**src/rtl/level_pkg.sv**
```systemverilog
// level_pkg: shared constants and types for the level scroll controller.
//   COL_W/ROW_COUNT/ID_W  column word layout (10 rows x 3-bit block id)
//   block_id_t            block id encoding held in each 3-bit row slot
//   scroll_state_t        scroll FSM state encoding (plain constants)
//   BLOCK_PX/SCROLL_X     fine-scroll modulus and scroll threshold
package level_pkg;

  localparam int         ROW_COUNT   = 10;
  localparam int         ID_W        = 3;
  localparam int         COL_W       = ROW_COUNT * ID_W;
  localparam int         NUM_COLS    = 10;
  localparam int         LEVEL_COLS  = 212;
  localparam int         ADDR_W      = 8;
  localparam int         BLOCK_PX    = 40;
  localparam logic [9:0] SCROLL_X    = 10'd320;
  localparam int         SCROLL_STEP = 2;

  typedef enum logic [ID_W-1:0] {
    BLK_EMPTY    = 3'd0,
    BLK_BRICK    = 3'd1,
    BLK_GROUND   = 3'd2,
    BLK_QUESTION = 3'd3,
    BLK_PIPE     = 3'd4,
    BLK_USED     = 3'd5
  } block_id_t;

  typedef logic [2:0] scroll_state_t;
  localparam scroll_state_t ST_PRELOAD_REQ   = 3'd0;
  localparam scroll_state_t ST_PRELOAD_SHIFT = 3'd1;
  localparam scroll_state_t ST_RUN           = 3'd2;
  localparam scroll_state_t ST_FETCH_REQ     = 3'd3;
  localparam scroll_state_t ST_SHIFT         = 3'd4;

  // Block id stored in a given row slot of a column word.
  function automatic block_id_t col_block(input logic [COL_W-1:0] col, input int row);
    return block_id_t'(col[row*ID_W +: ID_W]);
  endfunction

endpackage

```
**src/rtl/column_fetcher.sv**
```systemverilog
// column_fetcher: one-outstanding-read handshake to level memory plus the
// capture register that feeds the block array.
//   Clk, Reset    clock, synchronous active-high reset
//   start_i       begin a read of addr_i (ignored while a read is pending)
//   addr_i        column address to latch on start
//   mem_req_o     request, held until the ack cycle
//   mem_addr_o    latched address, stable while mem_req_o=1
//   mem_ack_i     read complete; only honoured while mem_req_o=1
//   mem_rdata_i   column word, captured on the ack edge
//   col_data_o    last captured column (held until next capture)
//   col_valid_o   one-cycle pulse the cycle after the capture
module column_fetcher
  import level_pkg::*;
#(
  parameter int ADDR_W = level_pkg::ADDR_W,
  parameter int COL_W  = level_pkg::COL_W
) (
  input  logic              Clk,
  input  logic              Reset,
  input  logic              start_i,
  input  logic [ADDR_W-1:0] addr_i,
  output logic              mem_req_o,
  output logic [ADDR_W-1:0] mem_addr_o,
  input  logic              mem_ack_i,
  input  logic [COL_W-1:0]  mem_rdata_i,
  output logic [COL_W-1:0]  col_data_o,
  output logic              col_valid_o
);

  logic              req_q;
  logic [ADDR_W-1:0] addr_q;
  logic [COL_W-1:0]  data_q;
  logic              valid_q;

  always_ff @(posedge Clk) begin
    if (Reset) begin
      req_q   <= 1'b0;
      addr_q  <= '0;
      data_q  <= '0;
      valid_q <= 1'b0;
    end else begin
      valid_q <= 1'b0;
      if (req_q) begin
        if (mem_ack_i) begin
          req_q   <= 1'b0;
          data_q  <= mem_rdata_i;
          valid_q <= 1'b1;
        end
      end else if (start_i) begin
        req_q  <= 1'b1;
        addr_q <= addr_i;
      end
    end
  end

  assign mem_req_o   = req_q;
  assign mem_addr_o  = addr_q;
  assign col_data_o  = data_q;
  assign col_valid_o = valid_q;

endmodule

```
**src/rtl/level_scroll_ctrl.sv**
```systemverilog
// level_scroll_ctrl: preloads the on-screen block columns, then tracks fine
// horizontal scroll and fetches one new column per full block scrolled.
//   Clk, Reset     clock, synchronous active-high reset
//   frame_tick     one-cycle pulse per frame
//   Mario_X_Pos    Mario screen X; scrolls when >= SCROLL_X
//   mem_req/addr   level memory read request / column address
//   mem_ack/rdata  read completion / column word
//   new_block_id   column to load into the block array
//   Shift          one-cycle pulse: block array shifts in new_block_id
//   fine_scroll    0..BLOCK_PX-1 pixel offset
//   scroll_event   one-cycle pulse after each frame tick that scrolled
//   preload_done   high once the initial NUM_COLS columns are shifted in
//   level_end      high when no further columns remain
// Build option: LEVEL_WRAP_EN wraps the column pointer to 0 at the end of the
// level instead of latching level_end (attract/demo loop).
module level_scroll_ctrl #(
  parameter int         NUM_COLS    = level_pkg::NUM_COLS,
  parameter int         COL_W       = level_pkg::COL_W,
  parameter int         LEVEL_COLS  = level_pkg::LEVEL_COLS,
  parameter int         ADDR_W      = level_pkg::ADDR_W,
  parameter int         BLOCK_PX    = level_pkg::BLOCK_PX,
  parameter logic [9:0] SCROLL_X    = level_pkg::SCROLL_X,
  parameter int         SCROLL_STEP = level_pkg::SCROLL_STEP
) (
  input  logic              Clk,
  input  logic              Reset,
  input  logic              frame_tick,
  input  logic [9:0]        Mario_X_Pos,
  output logic              mem_req,
  output logic [ADDR_W-1:0] mem_addr,
  input  logic              mem_ack,
  input  logic [COL_W-1:0]  mem_rdata,
  output logic [COL_W-1:0]  new_block_id,
  output logic              Shift,
  output logic [5:0]        fine_scroll,
  output logic              scroll_event,
  output logic              preload_done,
  output logic              level_end
);

  import level_pkg::*;

  localparam int              CNT_W   = $clog2(NUM_COLS + 1);
  localparam logic [ADDR_W:0] END_COL = (ADDR_W+1)'(LEVEL_COLS);
  localparam logic [6:0]      STEP7   = 7'(SCROLL_STEP);
  localparam logic [6:0]      PX7     = 7'(BLOCK_PX);

  scroll_state_t   state_q, state_d;
  logic [ADDR_W:0] next_col_q, next_col_d;
  logic [CNT_W-1:0] pre_cnt_q, pre_cnt_d;
  logic [5:0]      fine_q, fine_d;
  logic            ev_q, ev_d;
  logic            done_q, done_d;
  logic            end_q, end_d;

  logic            fetch_start, col_valid, advance;
  logic [6:0]      fine_sum, fine_wrap;
  logic [ADDR_W:0] col_inc;

  column_fetcher #(.ADDR_W(ADDR_W), .COL_W(COL_W)) u_fetch (
    .Clk         (Clk),
    .Reset       (Reset),
    .start_i     (fetch_start),
    .addr_i      (next_col_q[ADDR_W-1:0]),
    .mem_req_o   (mem_req),
    .mem_addr_o  (mem_addr),
    .mem_ack_i   (mem_ack),
    .mem_rdata_i (mem_rdata),
    .col_data_o  (new_block_id),
    .col_valid_o (col_valid)
  );

  // Request states issue exactly one read: start only while no read is pending;
  // the ack edge moves the FSM on before start could fire again.
  assign fetch_start = ((state_q == ST_PRELOAD_REQ) || (state_q == ST_FETCH_REQ)) && !mem_req;
  assign fine_sum    = {1'b0, fine_q} + STEP7;
  assign fine_wrap   = fine_sum - PX7;
  assign col_inc     = next_col_q + 1'b1;

  always_comb begin
    state_d    = state_q;
    next_col_d = next_col_q;
    pre_cnt_d  = pre_cnt_q;
    fine_d     = fine_q;
    ev_d       = 1'b0;
    done_d     = done_q;
    end_d      = end_q;
    advance    = 1'b0;
    case (state_q)
      ST_PRELOAD_REQ:
        if (mem_req && mem_ack) state_d = ST_PRELOAD_SHIFT;
      ST_PRELOAD_SHIFT: begin
        advance   = 1'b1;
        pre_cnt_d = pre_cnt_q + 1'b1;
        if (pre_cnt_q == CNT_W'(NUM_COLS - 1)) begin
          state_d = ST_RUN;
          done_d  = 1'b1;
        end else begin
          state_d = ST_PRELOAD_REQ;
        end
      end
      ST_RUN:
        if (frame_tick && done_q && !end_q && (Mario_X_Pos >= SCROLL_X)) begin
          ev_d = 1'b1;
          if (fine_sum >= PX7) begin
            fine_d  = fine_wrap[5:0];
            state_d = ST_FETCH_REQ;
          end else begin
            fine_d = fine_sum[5:0];
          end
        end
      ST_FETCH_REQ:
        if (mem_req && mem_ack) state_d = ST_SHIFT;
      ST_SHIFT: begin
        advance = 1'b1;
        state_d = ST_RUN;
      end
      default: state_d = ST_PRELOAD_REQ;
    endcase

    // Column pointer moves on every Shift cycle; the end of the level either
    // latches level_end or wraps back to column 0.
    if (advance) begin
      if (col_inc == END_COL) begin
`ifdef LEVEL_WRAP_EN
        next_col_d = '0;
`else
        next_col_d = col_inc;
        end_d      = 1'b1;
`endif
      end else begin
        next_col_d = col_inc;
      end
    end

    if (end_q) fine_d = '0;
  end

  always_ff @(posedge Clk) begin
    if (Reset) begin
      state_q    <= ST_PRELOAD_REQ;
      next_col_q <= '0;
      pre_cnt_q  <= '0;
      fine_q     <= '0;
      ev_q       <= 1'b0;
      done_q     <= 1'b0;
      end_q      <= 1'b0;
    end else begin
      state_q    <= state_d;
      next_col_q <= next_col_d;
      pre_cnt_q  <= pre_cnt_d;
      fine_q     <= fine_d;
      ev_q       <= ev_d;
      done_q     <= done_d;
      end_q      <= end_d;
    end
  end

  assign Shift        = col_valid;
  assign fine_scroll  = fine_q;
  assign scroll_event = ev_q;
  assign preload_done = done_q;
  assign level_end    = end_q;

endmodule
```
**config.mk**
```make
export PLATFORM = sky130hd
export DESIGN_NAME = level_scroll_ctrl
export DESIGN_NICKNAME = d
export VERILOG_FILES = /design/src/rtl/level_pkg.sv /design/src/rtl/column_fetcher.sv /design/src/rtl/level_scroll_ctrl.sv
export SDC_FILE = /design/constraint.sdc
export NUM_CORES = 1
export LEC_CHECK = 0
export BUFFER_PORTS_ARGS = -buffer_cell sky130_fd_sc_hd__buf_2
export CAP_MARGIN = 40
export CORE_MARGIN = 2
export CORE_UTILIZATION = 45
export DETAILED_ROUTE_END_ITERATION = 8
export GPL_TIMING_DRIVEN = 1
export HOLD_SLACK_MARGIN = 0.15
export PLACE_DENSITY_LB_ADDON = 0.3
export SLEW_MARGIN = 20
export SYNTH_ARGS = -nofsm -noshare
export SYNTH_HDL_FRONTEND = slang
export SYNTH_SLANG_ARGS = --single-unit
```
**constraint.sdc**
```tcl
create_clock -name Clk -period 6.8 [get_ports Clk]
set_input_delay 0.68 -clock Clk [delete_from_list [all_inputs] [get_ports Clk]]
set_output_delay 0.68 -clock Clk [all_outputs]
set_load 0.05 [all_outputs]
```
==> summary.txt <==
Routing
  – Drt drc: 0
  – Antenna-violating nets left: 0
  – Overall routed net length: 5871 um
  – Drt initial violations: 89
  – First-pass DRT Iterations: 4
  – Vias: 2448
  – Via density: 5.006
  – DR WL/cell: 12.01 um

Pwr
  – Leak pwr: 1.546 nW
  – Design Power: 0.0007823 W
  – Clock network power share: 35.5%
  – Power Density: 229.7 mW/mm2
  – Sequential share of power: 50.6%
  – Switching power: 0.0002170 W
  – Combinational group share of total power: 13.9%
  – Sw frac: 27.73%
  – Peak supply drop: 0.0001431 V
  – Pint: 0.0005653 W

Layout
  – Filler instances: 581
  – Antenna cell count: 0
  – Area Overhead vs Synth: 20.98%
  – FF+latch area: 0.001281 mm2
  – Multi-input gate area: 0.001381 mm2
  – Share of cells above drive strength 1: 25.85%
  – Layout net count: 464
  – Final Util: 56.85%

Die
  – Rows: 28
  – Core Box Area: 0.005991 mm2
  – Total die area: 0.006905 mm2
  – Die H: 83.10 um
  – I/O pin count: 93
  – Initial cell density of the core: 46.99%
  – Die W: 83.10 um

Timing
  – Max Freq: 402.1 MHz
  – Unrepaired setup endpoints after global routing: no
  – Fin crit period: 2.487 ns
  – Period Utilization, post-route: 36.58%
  – Setup TNS: 0 ns
  – Worst-Margin Slew: 0.6965 ns
  – Hold WS: 0.4495 ns
  – Final max-slew violation count: 0
  – Max-slew headroom: 53.45%
  – Clock Skew: 0.006844 ns
  – Setup violations, final: 0
  – Final worst slack: 4.313 ns
  – Final-report hold violation count: 0

Synthesis
  – Syn Area/Cell: 8.429 um2
  – Synthesis Warnings: 0
  – Netlist cell types: 51
  – Syn Nets: 386
  – Fraction of registers with async set/reset: 0%
  – Cells after Synth: 334
  – Ys flop type: dfxtp_1
  – Area of the mapped netlist: 0.002815 mm2
  – Seq cells post-synth: 64
  – Part of the Yosys area used for sequential elements: 45.51%
  – EDFF count, synth: 0

Clock network
  – CTS sink count: 64
  – CTS tree: done
  – Setup repair bufs after CTS: 0
  – Max Root-Sink Buffers: 2
  – Cts hold-fix bufs: 0
  – Post-CTS Resized: 0
  – Clk slew on worst S/H paths: 0.07 ns
  – TritonCTS buffer count: 9
  – H-tree Lvls: 3
  – Clock Latency Late Sink: 0.33 ns
  – Root buf cell: clkbuf_8

GRT
  – GR Layer Usage met3: 3.479%
  – First-pass GRT wire length: 9804 um
  – Antenna violations before repair: 0
  – Met1 usage: 20.76%
  – Largest net degree at the start of global routing: 62
  – Met2 usage: 28.74%
  – Vias in the first global route: 2167
  – GRT Max-Usage Layer: met2
  – GRT Resource Usage Total: 17.33%
  – GRT overflow: 0

Critical path
  – Worst path slowest cell: dfxtp_1
  – Buf/Inv on CP: 1
  – Crit path largest cell delay: 0.41 ns
  – CP max FO: 5
  – CP Launch Type: flip-flop
  – Crit-path cells: ha_1, xor2_1, inv_1, ha_1, a21boi_0, o32a_1, and3_1, o21bai_1, mux2_1
  – Most frequent CP cell: ha_1
  – WP data required: 7.02 ns
  – FF-to-FF Start: fine_scroll[1]
  – Crit path launch: fine_scroll[1]
  – Arrival @ worst endpoint: 2.71 ns
  – Setup crit end kind: flip-flop
  – Kind of critical path: flip-flop to flip-flop
  – Crit path max-delay family: compound AO/OA/AOI/OAI gates

Outcome
  – Status: finished clean

Hold path
  – Min-delay src: u_fetch.col_data_o[2]
  – Min-delay worst type: flip-flop to flip-flop

Place
  – Final HPWL DP: 4065 um
  – RD Place Congestion: 0.7967
  – PortBufs: 85
  – Post-Place Setup Slack: 4.330 ns

Flow run
  – Max Cap Violations: 0
## synth_stat cells (2+ instances only)
| cell | n | share of area, % |
|---|---|---|
| nand3b_1 | 2 | 0.53 |
| xnor2_1 | 6 | 1.9 |
| o21ai_0 | 6 | 1.1 |
| nor3_1 | 5 | 0.89 |
| ha_1 | 8 | 3.6 |
| nand3_1 | 6 | 1.1 |
| nand4_1 | 6 | 1.3 |
| clkbuf_1 | 12 | 1.6 |
| nor2b_1 | 4 | 0.89 |
| inv_1 | 7 | 0.93 |
| dfxtp_1 | 64 | 46 |
| a21oi_1 | 39 | 6.9 |
| nand2_1 | 72 | 9.6 |
| buf_6 | 2 | 0.80 |
| and2_1 | 3 | 0.67 |
| buf_4 | 3 | 0.80 |
| and3_1 | 4 | 0.89 |
| nor2_1 | 31 | 4.1 |
| mux2i_1 | 9 | 3.2 |
| xor2_1 | 13 | 4.0 |
| clkbuf_8 | 2 | 0.98 |
## sequential cells by signal (all words and copies together) (netlist names)
name,cells
u_fetch.col_data_o,30
next_col_q,9
u_fetch.mem_addr_o,8
fine_scroll,5
pre_cnt_q,4
state_q,3
level_end,1
preload_done,1
scroll_event,1
u_fetch.col_valid_o,1
u_fetch.mem_req_o,1
## kinds of logic after synthesis
| family | Yosys count | synth area share [%] |
|---|---|---|
| AND/OR/NAND/NOR | 141 | 22.53 |
| flip-flops | 64 | 45.51 |
| AO/OA/AOI/OAI | 63 | 13.33 |
| buffers and inverters | 28 | 5.422 |
| XOR/XNOR | 19 | 5.911 |
| multiplexers | 10 | 3.600 |
| adder cells (fa/ha/maj) | 8 | 3.556 |
| other | 1 | 0.1332 |
## cell type report
type / instances / share of cell area (%)
clock buffer: 12 / 4.555
clock inverter: 1 / 0.1470
inverter: 7 / 0.7715
multi-input combinational: 242 / 40.56
sequential: 64 / 37.62
tap: 75 / 2.755
timing repair buffer: 88 / 13.59
## worst paths after layout
kind	to	slack, ns	cells past startpoint
hold reg to reg	u_fetch.col_data_o[2]	0.45	2
setup reg to reg	fine_scroll[3]	4.31	9
hold / removal	u_fetch.col_data_o[2]	0.45	2
setup / recovery	fine_scroll[3]	4.31	9
## power groups by stage
stage,logic [W],clock network [W],registers [W]
detailed placement,0.000110,0,0.000404
CTS,0.000110,0.000290,0.000396
global route,0.000117,0.000306,0.000398
floorplan,0.0000403,0,0.000444
finish,0.000109,0.000278,0.000396
global placement,0.000106,0,0.000404
## per-stage QoR
step | std cells | cell area [um2]
after floorplan | 334 | 2815
after global placement | 474 | 3216
after detailed placement | 476 | 3246
final | 489 | 3406
after global routing | 489 | 3406
after CTS | 489 | 3406
## worst reg2reg max path, cell delays in order, from the launching register on
cell      delay [ns]
dfxtp_1         0.41
ha_1            0.29
xor2_1          0.22
inv_1           0.07
ha_1            0.21
a21boi_0        0.18
o32a_1          0.35
and3_1          0.19
o21bai_1        0.14
mux2_1          0.32
## metal layers
layer	vias to the layer above	wire, um	part of all wire, %
li1	1269	-	-
met2	44	2932	50
met4	0	140	2.4
met5	-	0	0
met3	9	179	3.0
met1	1126	2619	45
## placed cells by master (no fill, tap or decap), types with 2 or more instances in the layout
cell type,count
xnor2_1,6
nor2_1,31
xor2_1,13
nor3_1,5
buf_8,2
nand4_1,6
o21ai_0,6
inv_1,7
buf_2,85
nand3b_1,2
nand2_1,72
mux2i_1,9
dfxtp_1,64
ha_1,8
and3_1,4
nand3_1,6
clkbuf_8,11
and2_1,3
a21oi_1,39
nor2b_1,4
(Power assumes the default switching activity.)
